===== config.mk =====
export PLATFORM = sky130hd
export DESIGN_NAME = adc_conv_sched
export DESIGN_NICKNAME = d
export VERILOG_FILES = /design/src/rtl/adc_pkg.sv /design/src/rtl/adc_sclk_gen.sv /design/src/rtl/adc_conv_sched.sv
export SDC_FILE = /design/constraint.sdc
export NUM_CORES = 1
export LEC_CHECK = 0
export ABC_AREA = 1
export CAP_MARGIN = 20
export CORE_MARGIN = 2
export CORE_UTILIZATION = 62
export DETAILED_ROUTE_END_ITERATION = 7
export GPL_TIMING_DRIVEN = 0
export HOLD_SLACK_MARGIN = 0.15
export PLACE_DENSITY = 0.85
export SLEW_MARGIN = 25
export SYNTH_ARGS = -nofsm -noshare
export SYNTH_HDL_FRONTEND = slang
export SYNTH_SLANG_ARGS = --single-unit

===== constraint.sdc =====
create_clock -name clk -period 2.9 [get_ports clk]
set_input_delay 0.29 -clock clk [delete_from_list [all_inputs] [get_ports clk]]
set_output_delay 0.29 -clock clk [all_outputs]
set_load 0.02 [all_outputs]

===== src/rtl/adc_pkg.sv =====
// rtl/adc_pkg.sv - shared types and constants for the ADC conversion scheduler
// Purpose: FSM state encoding, frame field widths and the command bit pattern
//          sent to the serial converter (start, single-ended, channel, MSB-first).
// Ports:   none (package)
package adc_pkg;

  typedef enum logic [2:0] {
    IDLE,
    SETUP,
    CMD,
    NULLB,
    DATA,
    DONE,
    GAP
  } state_e;

  localparam int CMD_BITS  = 4;
  localparam int DATA_BITS = 8;

  localparam logic CMD_START = 1'b1;
  localparam logic CMD_SGL   = 1'b1;
  localparam logic CMD_MSBF  = 1'b1;

  // Command bit idx (0 = first on the wire) for channel ch.
  function automatic logic cmd_bit(input logic [1:0] idx, input logic ch);
    case (idx)
      2'd0:    return CMD_START;
      2'd1:    return CMD_SGL;
      2'd2:    return ch;
      default: return CMD_MSBF;
    endcase
  endfunction

endpackage


===== src/rtl/adc_sclk_gen.sv =====
// rtl/adc_sclk_gen.sv - sclk half-period timer for the ADC serial link
// Purpose: while en is high, divides clk into sclk half-periods of CLK_DIV
//          cycles, always starting with a low half; idles low with the
//          counter cleared whenever en is low.
// Ports:   clk, rstc_n - clock, synchronous active-low reset
//          en          - run the divider
//          sclk        - registered serial clock
//          rise_tick   - high in the clk cycle whose edge drives sclk 0->1
//          fall_tick   - high in the clk cycle whose edge drives sclk 1->0
module adc_sclk_gen #(
  parameter int CLK_DIV = 4
) (
  input  logic clk,
  input  logic rstc_n,
  input  logic en,
  output logic sclk,
  output logic rise_tick,
  output logic fall_tick
);

  logic [7:0] cnt_q, cnt_d;
  logic       ph_q, ph_d;
  logic       half_end;

  assign half_end = (cnt_q == 8'(CLK_DIV - 1));

  always_comb begin
    cnt_d = 8'd0;
    ph_d  = 1'b0;
    if (en) begin
      cnt_d = half_end ? 8'd0 : cnt_q + 8'd1;
      ph_d  = half_end ? ~ph_q : ph_q;
    end
  end

  assign sclk      = ph_q;
  assign rise_tick = en & half_end & ~ph_q;
  assign fall_tick = en & half_end & ph_q;

  always_ff @(posedge clk) begin
    if (!rstc_n) begin
      cnt_q <= 8'd0;
      ph_q  <= 1'b0;
    end else begin
      cnt_q <= cnt_d;
      ph_q  <= ph_d;
    end
  end

endmodule


===== src/rtl/adc_conv_sched.sv =====
// rtl/adc_conv_sched.sv - two-channel serial ADC conversion scheduler
// Purpose: collects per-channel requests (manual and periodic), arbitrates
//          round-robin, runs one 13-sclk converter frame per grant, publishes
//          the 8-bit result with a one-cycle strobe and tracks a per-channel
//          over-threshold alarm with clear hysteresis.
// Ports:   clk, rstc_n                 - clock, synchronous active-low reset
//          req[1:0], auto_en           - manual requests, periodic enable
//          thresh[7:0]                 - alarm threshold (both channels)
//          adc_cs_n/adc_sclk/adc_din   - converter chip-select, clock, command
//          adc_dout                    - converter data
//          res_data/res_chan/res_valid - result, its channel, strobe
//          busy, alarm[1:0]            - frame in progress, alarm flags
module adc_conv_sched
  import adc_pkg::*;
#(
  parameter int CLK_DIV       = 4,
  parameter int SAMPLE_PERIOD = 1000,
  parameter int HYST          = 2
) (
  input  logic       clk,
  input  logic       rstc_n,
  input  logic [1:0] req,
  input  logic       auto_en,
  input  logic [7:0] thresh,
  output logic       adc_cs_n,
  output logic       adc_sclk,
  output logic       adc_din,
  input  logic       adc_dout,
  output logic [7:0] res_data,
  output logic       res_chan,
  output logic       res_valid,
  output logic       busy,
  output logic [1:0] alarm
);

  localparam int SW = $clog2(SAMPLE_PERIOD + 1);

  state_e        state_q, state_d;
  logic [8:0]    timer_q, timer_d;
  logic [2:0]    bit_cnt_q, bit_cnt_d;
  logic          ch_q, ch_d;
  logic          last_q, last_d;
  logic [7:0]    shift_q, shift_d;
  logic [7:0]    res_data_q, res_data_d;
  logic          res_chan_q, res_chan_d;
  logic          res_valid_q, res_valid_d;
  logic          cs_n_q, cs_n_d;
  logic          din_q, din_d;
  logic          busy_q, busy_d;
  logic [1:0]    alarm_q, alarm_d;
  logic [1:0]    pending_q, pending_d;
  logic [SW-1:0] samp_q, samp_d;
  logic [1:0]    clr;
  logic          auto_set;
  logic [8:0]    thresh_lo;
  logic          sclk_en, rise_tick, fall_tick;

  assign sclk_en = (state_q == CMD) || (state_q == NULLB) || (state_q == DATA);

  adc_sclk_gen #(.CLK_DIV(CLK_DIV)) u_sclk_gen (
    .clk       (clk),
    .rstc_n    (rstc_n),
    .en        (sclk_en),
    .sclk      (adc_sclk),
    .rise_tick (rise_tick),
    .fall_tick (fall_tick)
  );

  // Periodic round trigger: counter only runs while auto_en is high.
  assign auto_set = auto_en && (samp_q == SW'(SAMPLE_PERIOD - 1));
  assign samp_d   = (!auto_en || auto_set) ? '0 : samp_q + SW'(1);

  // Alarm clear level, saturating at zero.
  assign thresh_lo = ({1'b0, thresh} > 9'(HYST)) ? ({1'b0, thresh} - 9'(HYST)) : 9'd0;

  always_comb begin
    state_d     = state_q;
    timer_d     = timer_q;
    bit_cnt_d   = bit_cnt_q;
    ch_d        = ch_q;
    last_d      = last_q;
    shift_d     = shift_q;
    res_data_d  = res_data_q;
    res_chan_d  = res_chan_q;
    res_valid_d = 1'b0;
    cs_n_d      = cs_n_q;
    din_d       = din_q;
    alarm_d     = alarm_q;
    clr         = 2'b00;

    case (state_q)
      IDLE: begin
        if (|pending_q) begin
          // Tie goes to the channel not served last time.
          ch_d    = (pending_q == 2'b11) ? ~last_q : pending_q[1];
          last_d  = ch_d;
          clr     = ch_d ? 2'b10 : 2'b01;
          cs_n_d  = 1'b0;
          timer_d = 9'(CLK_DIV - 1);
          state_d = SETUP;
        end
      end
      SETUP: begin
        if (timer_q == 9'd0) begin
          bit_cnt_d = 3'd0;
          din_d     = cmd_bit(2'd0, ch_q);
          state_d   = CMD;
        end else begin
          timer_d = timer_q - 9'd1;
        end
      end
      CMD: begin
        if (fall_tick) begin
          if (bit_cnt_q == 3'(CMD_BITS - 1)) begin
            din_d   = 1'b0;
            state_d = NULLB;
          end else begin
            bit_cnt_d = bit_cnt_q + 3'd1;
            din_d     = cmd_bit(2'(bit_cnt_q + 3'd1), ch_q);
          end
        end
      end
      NULLB: begin
        // The null-bit sample is not captured.
        if (fall_tick) begin
          bit_cnt_d = 3'd0;
          state_d   = DATA;
        end
      end
      DATA: begin
        if (rise_tick) begin
          shift_d = {shift_q[6:0], adc_dout};
        end
        if (fall_tick) begin
          if (bit_cnt_q == 3'(DATA_BITS - 1)) begin
            // Results become visible during the DONE cycle.
            cs_n_d      = 1'b1;
            res_data_d  = shift_q;
            res_chan_d  = ch_q;
            res_valid_d = 1'b1;
            if (shift_q > thresh) begin
              alarm_d[ch_q] = 1'b1;
            end else if ({1'b0, shift_q} < thresh_lo) begin
              alarm_d[ch_q] = 1'b0;
            end
            state_d = DONE;
          end else begin
            bit_cnt_d = bit_cnt_q + 3'd1;
          end
        end
      end
      DONE: begin
        timer_d = 9'(2 * CLK_DIV - 1);
        state_d = GAP;
      end
      GAP: begin
        if (timer_q == 9'd0) begin
          state_d = IDLE;
        end else begin
          timer_d = timer_q - 9'd1;
        end
      end
      default: begin
        cs_n_d  = 1'b1;
        state_d = IDLE;
      end
    endcase

    busy_d = (state_d != IDLE);
  end

  // A request arriving on the grant cycle re-arms the flag being cleared.
  assign pending_d = (pending_q & ~clr) | req | {2{auto_set}};

  always_ff @(posedge clk) begin
    if (!rstc_n) begin
      state_q     <= IDLE;
      timer_q     <= 9'd0;
      bit_cnt_q   <= 3'd0;
      ch_q        <= 1'b0;
      last_q      <= 1'b1;
      shift_q     <= 8'd0;
      res_data_q  <= 8'd0;
      res_chan_q  <= 1'b0;
      res_valid_q <= 1'b0;
      cs_n_q      <= 1'b1;
      din_q       <= 1'b0;
      busy_q      <= 1'b0;
      alarm_q     <= 2'b00;
      pending_q   <= 2'b00;
      samp_q      <= '0;
    end else begin
      state_q     <= state_d;
      timer_q     <= timer_d;
      bit_cnt_q   <= bit_cnt_d;
      ch_q        <= ch_d;
      last_q      <= last_d;
      shift_q     <= shift_d;
      res_data_q  <= res_data_d;
      res_chan_q  <= res_chan_d;
      res_valid_q <= res_valid_d;
      cs_n_q      <= cs_n_d;
      din_q       <= din_d;
      busy_q      <= busy_d;
      alarm_q     <= alarm_d;
      pending_q   <= pending_d;
      samp_q      <= samp_d;
    end
  end

  assign adc_cs_n  = cs_n_q;
  assign adc_din   = din_q;
  assign res_data  = res_data_q;
  assign res_chan  = res_chan_q;
  assign res_valid = res_valid_q;
  assign busy      = busy_q;
  assign alarm     = alarm_q;

endmodule


Word level (Yosys, flattened, before mapping)
Cells that the tools add are included.

Add/subtract/negate cells: 5. Order comparisons: 5. Equal/unequal tests: 21. Muxes and demuxes: 38. Bitwise operators: 15. Reductions and logical operators: 28.

Operator list (count): 3-bit two-way mux (14); 9-bit two-way mux (3); 9-bit one-hot mux with 3 select lines (1); 3-bit one-hot mux with 7 select lines (1); 2-bit != test, second input constant (8); 3-bit equality test, second input constant (4); 3-bit one-hot mux with 4 select lines (1); 3-bit AND reduction (4); 10-bit by 1-bit adder with 10-bit output, second input constant (1); 10-bit equality test, second input constant (1); 1-bit two-way mux (10); 2-bit two-way mux (5); 3-bit by 2-bit equality test with 1-bit output, second input constant (3); 9-bit logical NOT (1); 8-bit by 9-bit less-than comparator with 1-bit output (1); 8-bit by 2-bit subtractor with 9-bit output, second input constant (1); 9-bit by 1-bit subtractor with 9-bit output, second input constant (1); 8-bit by 1-bit adder with 8-bit output, second input constant (1); 8-bit by 2-bit equality test with 1-bit output, second input constant (1); 8-bit by 2-bit > comparator with 1-bit output, second input constant (1); 8-bit > comparator (1); 4-bit AND reduction (2); 7-bit AND reduction (1); 2-bit bitwise OR (3); 24 further kinds (42).

Register bits after elaboration: 61. Input port bits: 14. Output and inout bits: 16.

Depth between registers and ports, before layout
Gate-level depths: netlist (run 1).

Depth in word-level cells: 9. Gate-level depth with buffers: 18. Mapped depth without buffers: 18.

By module
Synthesis (run 1) repeated with hierarchy kept, for this count alone.

Cells, all modules: 484. Area total of the unflattened synthesis: 3408.3 sq um.

By module, submodules not included: adc_conv_sched (instances 1, cells each 412, area an instance 2894.0 sq um, sequential area each 1041.0 sq um); adc_sclk_gen (instances 1, cells each 72, area an instance 514.2 sq um, sequential area each 180.2 sq um).

Worst setup path before layout (run 1)
OpenSTA, ideal clock, no wires.

Path kind: in2reg. Start: in thresh[1]. End: reg with a tool-made name. Setup time: 0.064 ns. Data arrival time: 1.990 ns. Required time: 2.836 ns. Path slack: 0.846 ns. Cell stages on the path: 16. Buffers on the path: 0. Cell sequence: inv_1 > ha_1 > inv_1 > nor2_1 > inv_1 > nand2_1 > nand2_1 > nand3_1 > ha_1 > a21oi_1 > nor2_1 > o22ai_1 > nand2_1 > nand2_1 > a21oi_1 > nor2_1.

RTL lines: start: declaration (line adc_conv_sched.sv:24) `input logic [7:0] thresh,`.

==> results of run 1 <==
[power by group through the flow]
| stage | sequential, mW | combinational, mW | clock [mW] |
|---|---|---|---|
| detailed placement | 1.05 | 1.00 | 0 |
| global route | 1.05 | 1.16 | 0.770 |
| floorplan | 1.05 | 0.765 | 0 |
| finish | 1.03 | 1.02 | 0.729 |
| global placement | 1.04 | 0.956 | 0 |
| CTS | 1.03 | 1.01 | 0.743 |
[per-stage QoR]
stage                      util  power [mW]  std cells
after floorplan               -        1.82        465
after global placement    0.725        2.00        564
after detailed placement  0.725        2.05        564
after CTS                 0.761        2.79        577
after global routing      0.762        2.97        577
final                     0.762        2.78        577
[routing by layer]
layer  part of all wire  GRT usage  vias to the layer above
met3              0.052     0.0605                       20
met4              0.023      0.114                        0
met1               0.46      0.323                     1422
met2               0.46      0.428                       88
li1                   -          -                     1600
met5                  0          0                        -
[cell families after synthesis]
logic type                 count (synthesis)  share of synthesized area
and+or+nand+nor                          208                      0.295
AOI/OAI and AO/OA                         90                      0.153
buffers and inverters                     76                     0.0868
DFF                                       61                      0.362
adders and majority gates                 23                     0.0853
xor gates and xnor gates                   7                     0.0182
[synthesized netlist by cell type, types with 3 or more instances]
cell type	number
nand2_1	80
inv_1	62
dfxtp_1	61
nor2_1	61
a21oi_1	40
o21ai_0	24
ha_1	23
nand3_1	23
nor3_1	8
inv_2	6
nand4_1	6
nor2_2	6
o21ai_1	5
xnor2_1	4
clkbuf_1	3
nand2_2	3
nand2_4	3
o211ai_1	3
o21a_1	3
o31ai_1	3
or2_2	3
xor2_1	3
[state kept, by name, summed over array words and instances (netlist names), 2 cells and up, named ones only]
| signal | cells |
|---|---|
| bit_cnt_q | 3 |
| pending_q | 2 |
| res_data | 8 |
| samp_q | 10 |
| shift_q | 8 |
| state_q | 3 |
| timer_q | 9 |
| u_sclk_gen.cnt_q | 8 |
[path summary, 6_finish.rpt]
| kind | end | depth (start not counted) | start | slack [ns] |
|---|---|---|---|---|
| worst max-delay path | flip-flop | 17 | thresh[1] | 0.23 |
| worst min-delay path | samp_q[0] | 1 | samp_q[0] | 0.45 |
| worst max register to register | busy | 11 | timer_q[0] | 1.12 |
| worst min register to register | samp_q[0] | 1 | samp_q[0] | 0.45 |
[what timing repair did]
action                     in CTS  in global routing
resized for setup               0                  1
setup endpoints to repair       0                  2
hold endpoints to repair        0                  0
hold buffers                    0                  0
[layout make-up]
type / instances / share of cell area
repair buffers: 29 / 0.0736
clock buffers: 11 / 0.0384
inverters: 70 / 0.0679
plain buffers: 6 / 0.00635
well taps: 70 / 0.0222
clock inverters: 2 / 0.00889
flip-flops and latches: 61 / 0.310
multi-input cells: 328 / 0.473
[layout by cell type (no fill, tap or decap), types with 6 or more instances in the layout]
| cell | netlist | final |
|---|---|---|
| nand4_1 | 6 | 6 |
| inv_2 | 6 | 6 |
| nand3_1 | 23 | 23 |
| a21oi_1 | 40 | 40 |
| clkbuf_8 | 0 | 11 |
| ha_1 | 23 | 23 |
| dfxtp_1 | 61 | 61 |
| o21ai_0 | 24 | 24 |
| nand2_1 | 80 | 80 |
| nor2_2 | 6 | 6 |
| clkdlybuf4s50_1 | 0 | 29 |
| nor2_1 | 61 | 61 |
| nor3_1 | 8 | 8 |
| inv_1 | 62 | 62 |
==> reports/results.ini, run 1 <==
[cells_and_area]
multiInputGateArea_um2=1860
register_area_um2=1220
layout-drive-gt1-share=0.101
postLayoutCellArea_um2=3940
fill_cells=384
fin_nets=542
antenna_cells=0
area_growth_pct=16.9

[timing]
setup_viol=0
drv_slew=0
period_share=0.919
skew_ns=0.00789
rsz0062_at_grt=false
tns_ns=0
period_needed_ns=2.67
fmax_mhz=375
slew_headroom=0.571
finalWorstSetupSlack_ns=0.234
hold_viol=0
whs_ns=0.446
worst-slew-pin-transition_ns=0.641

[global_routing]
grt_pass1_vias=2938
antenna_found_initial=0
grt_use_total=0.259
grt_pass1_wl_um=12500
grt_max_degree=11
grt_overflow=0

[clock_tree]
cts_setup_buffers=0
clock_latency_ns=0.34
clkTransAtPathRegs_ns=0.07
cts_sinks=61
clockBufferDepth=2
root_buffer=clkbuf_8
cts_made_buffers=9
cts_tree=built
htreeDepth=3

[drt]
first_pass_iters=6
wirelength_um=7290
drt-initial-drc-count=187
vias=3130
viasPerCell=5.42
route.detailed.wl_per_inst_um=12.6
ant_nets=0
drc=0

[worst_setup_path]
crit_path_start_kind=input port
path_max_fanout=6
cp_cell_sequence=clkdlybuf4s50_1 > inv_1 > ha_1 > inv_1 > nor2_1 > inv_1 > nand2_1 > nand2_1 > nand3_1 > ha_1 > a21oi_1 > nor2_1 > o22ai_2 > nand2_1 > nand2_1 > a21oi_1 > nor2_1
cpMaxStageDelayCell=clkdlybuf4s50_1
crit_family=simple AND/OR/NAND/NOR gates
arrival_ns=2.94
end_kind=flip-flop
cp.required_ns=3.17
cpMostUsedCell=nand2_1
cp_slowest_stage_delay_ns=0.42
critPathKind=input port to flip-flop
critPathBufInv=4

[run]
cap_violations=0

[synthesis]
syn-num-nets=502
synth_area_per_cell_um2=7.25
synth_top_area_frac=0.362
synth_top_area_cell=dfxtp_1
synthTopCellsByArea=dfxtp_1, nand2_1, ha_1
synth_warnings=0
synth_area_um2=3370
yosysSeqAreaShare=0.362
synthCells=465
async_reset_ff_frac=0
synth_edf_count=0
synth_cell_type_count=44
synth_ff_type=dfxtp_1
synth-seq-cells=61

[placement]
gp_congestion=0.985
pre_cts_slack_ns=-0.114
dp_hpwl_um=5550
port_buffers=29
place_area_um2=3750

[hold_path]
min_path_type=flip-flop to flip-flop

[pwr]
pwr-share-seq=0.371
clockPowerShare=0.262
intPower_mw=1.74
p_leak_nw=1.66
irDropWorstVdd_mv=0.524
p_switching_mw=1.04
comb_power_share=0.366
powerDensity_nw_per_um2=704
swShare=0.374

[run_status]
status=complete, no violations

[floorplanning]
start_util=0.652
rows=26
core_um2=5170
die_w_um=77.7
dieArea_um2=6040
pin_count=30
die_h_um=77.7

No activity file was read; power rests on OpenSTA's default activity.
==> run 2: changes to the inputs <==
--- a/config.mk
+++ b/config.mk
@@ -14,5 +14,5 @@
 export HOLD_SLACK_MARGIN = 0.15
 export PLACE_DENSITY = 0.85
-export SLEW_MARGIN = 25
+export SLEW_MARGIN = 20
 export SYNTH_ARGS = -nofsm -noshare
 export SYNTH_HDL_FRONTEND = slang
==> constraint.sdc (replaced) <==
create_clock -name clk -period 2.9 [get_ports clk]
set_input_delay 0.29 -clock clk [delete_from_list [all_inputs] [get_ports clk]]
set_output_delay 0.29 -clock clk [all_outputs]
set_load 0.05 [all_outputs]
==> results of run 2 <==
Same layout as run 1 (identical final DEF). Status: complete, no violations.
Main changes from that run: total power 2.78 mW -> 2.82 mW
==> run 3: changes to the inputs <==
CTS_BUF_LIST = sky130_fd_sc_hd__clkbuf_8   (was unset)
CTS_CLUSTER_DIAMETER = 80   (was unset)
==> results of run 3 <==
Same layout as run 1 (identical final DEF). Status: complete, no violations.
Main changes from that run: total power 2.78 mW -> 2.82 mW
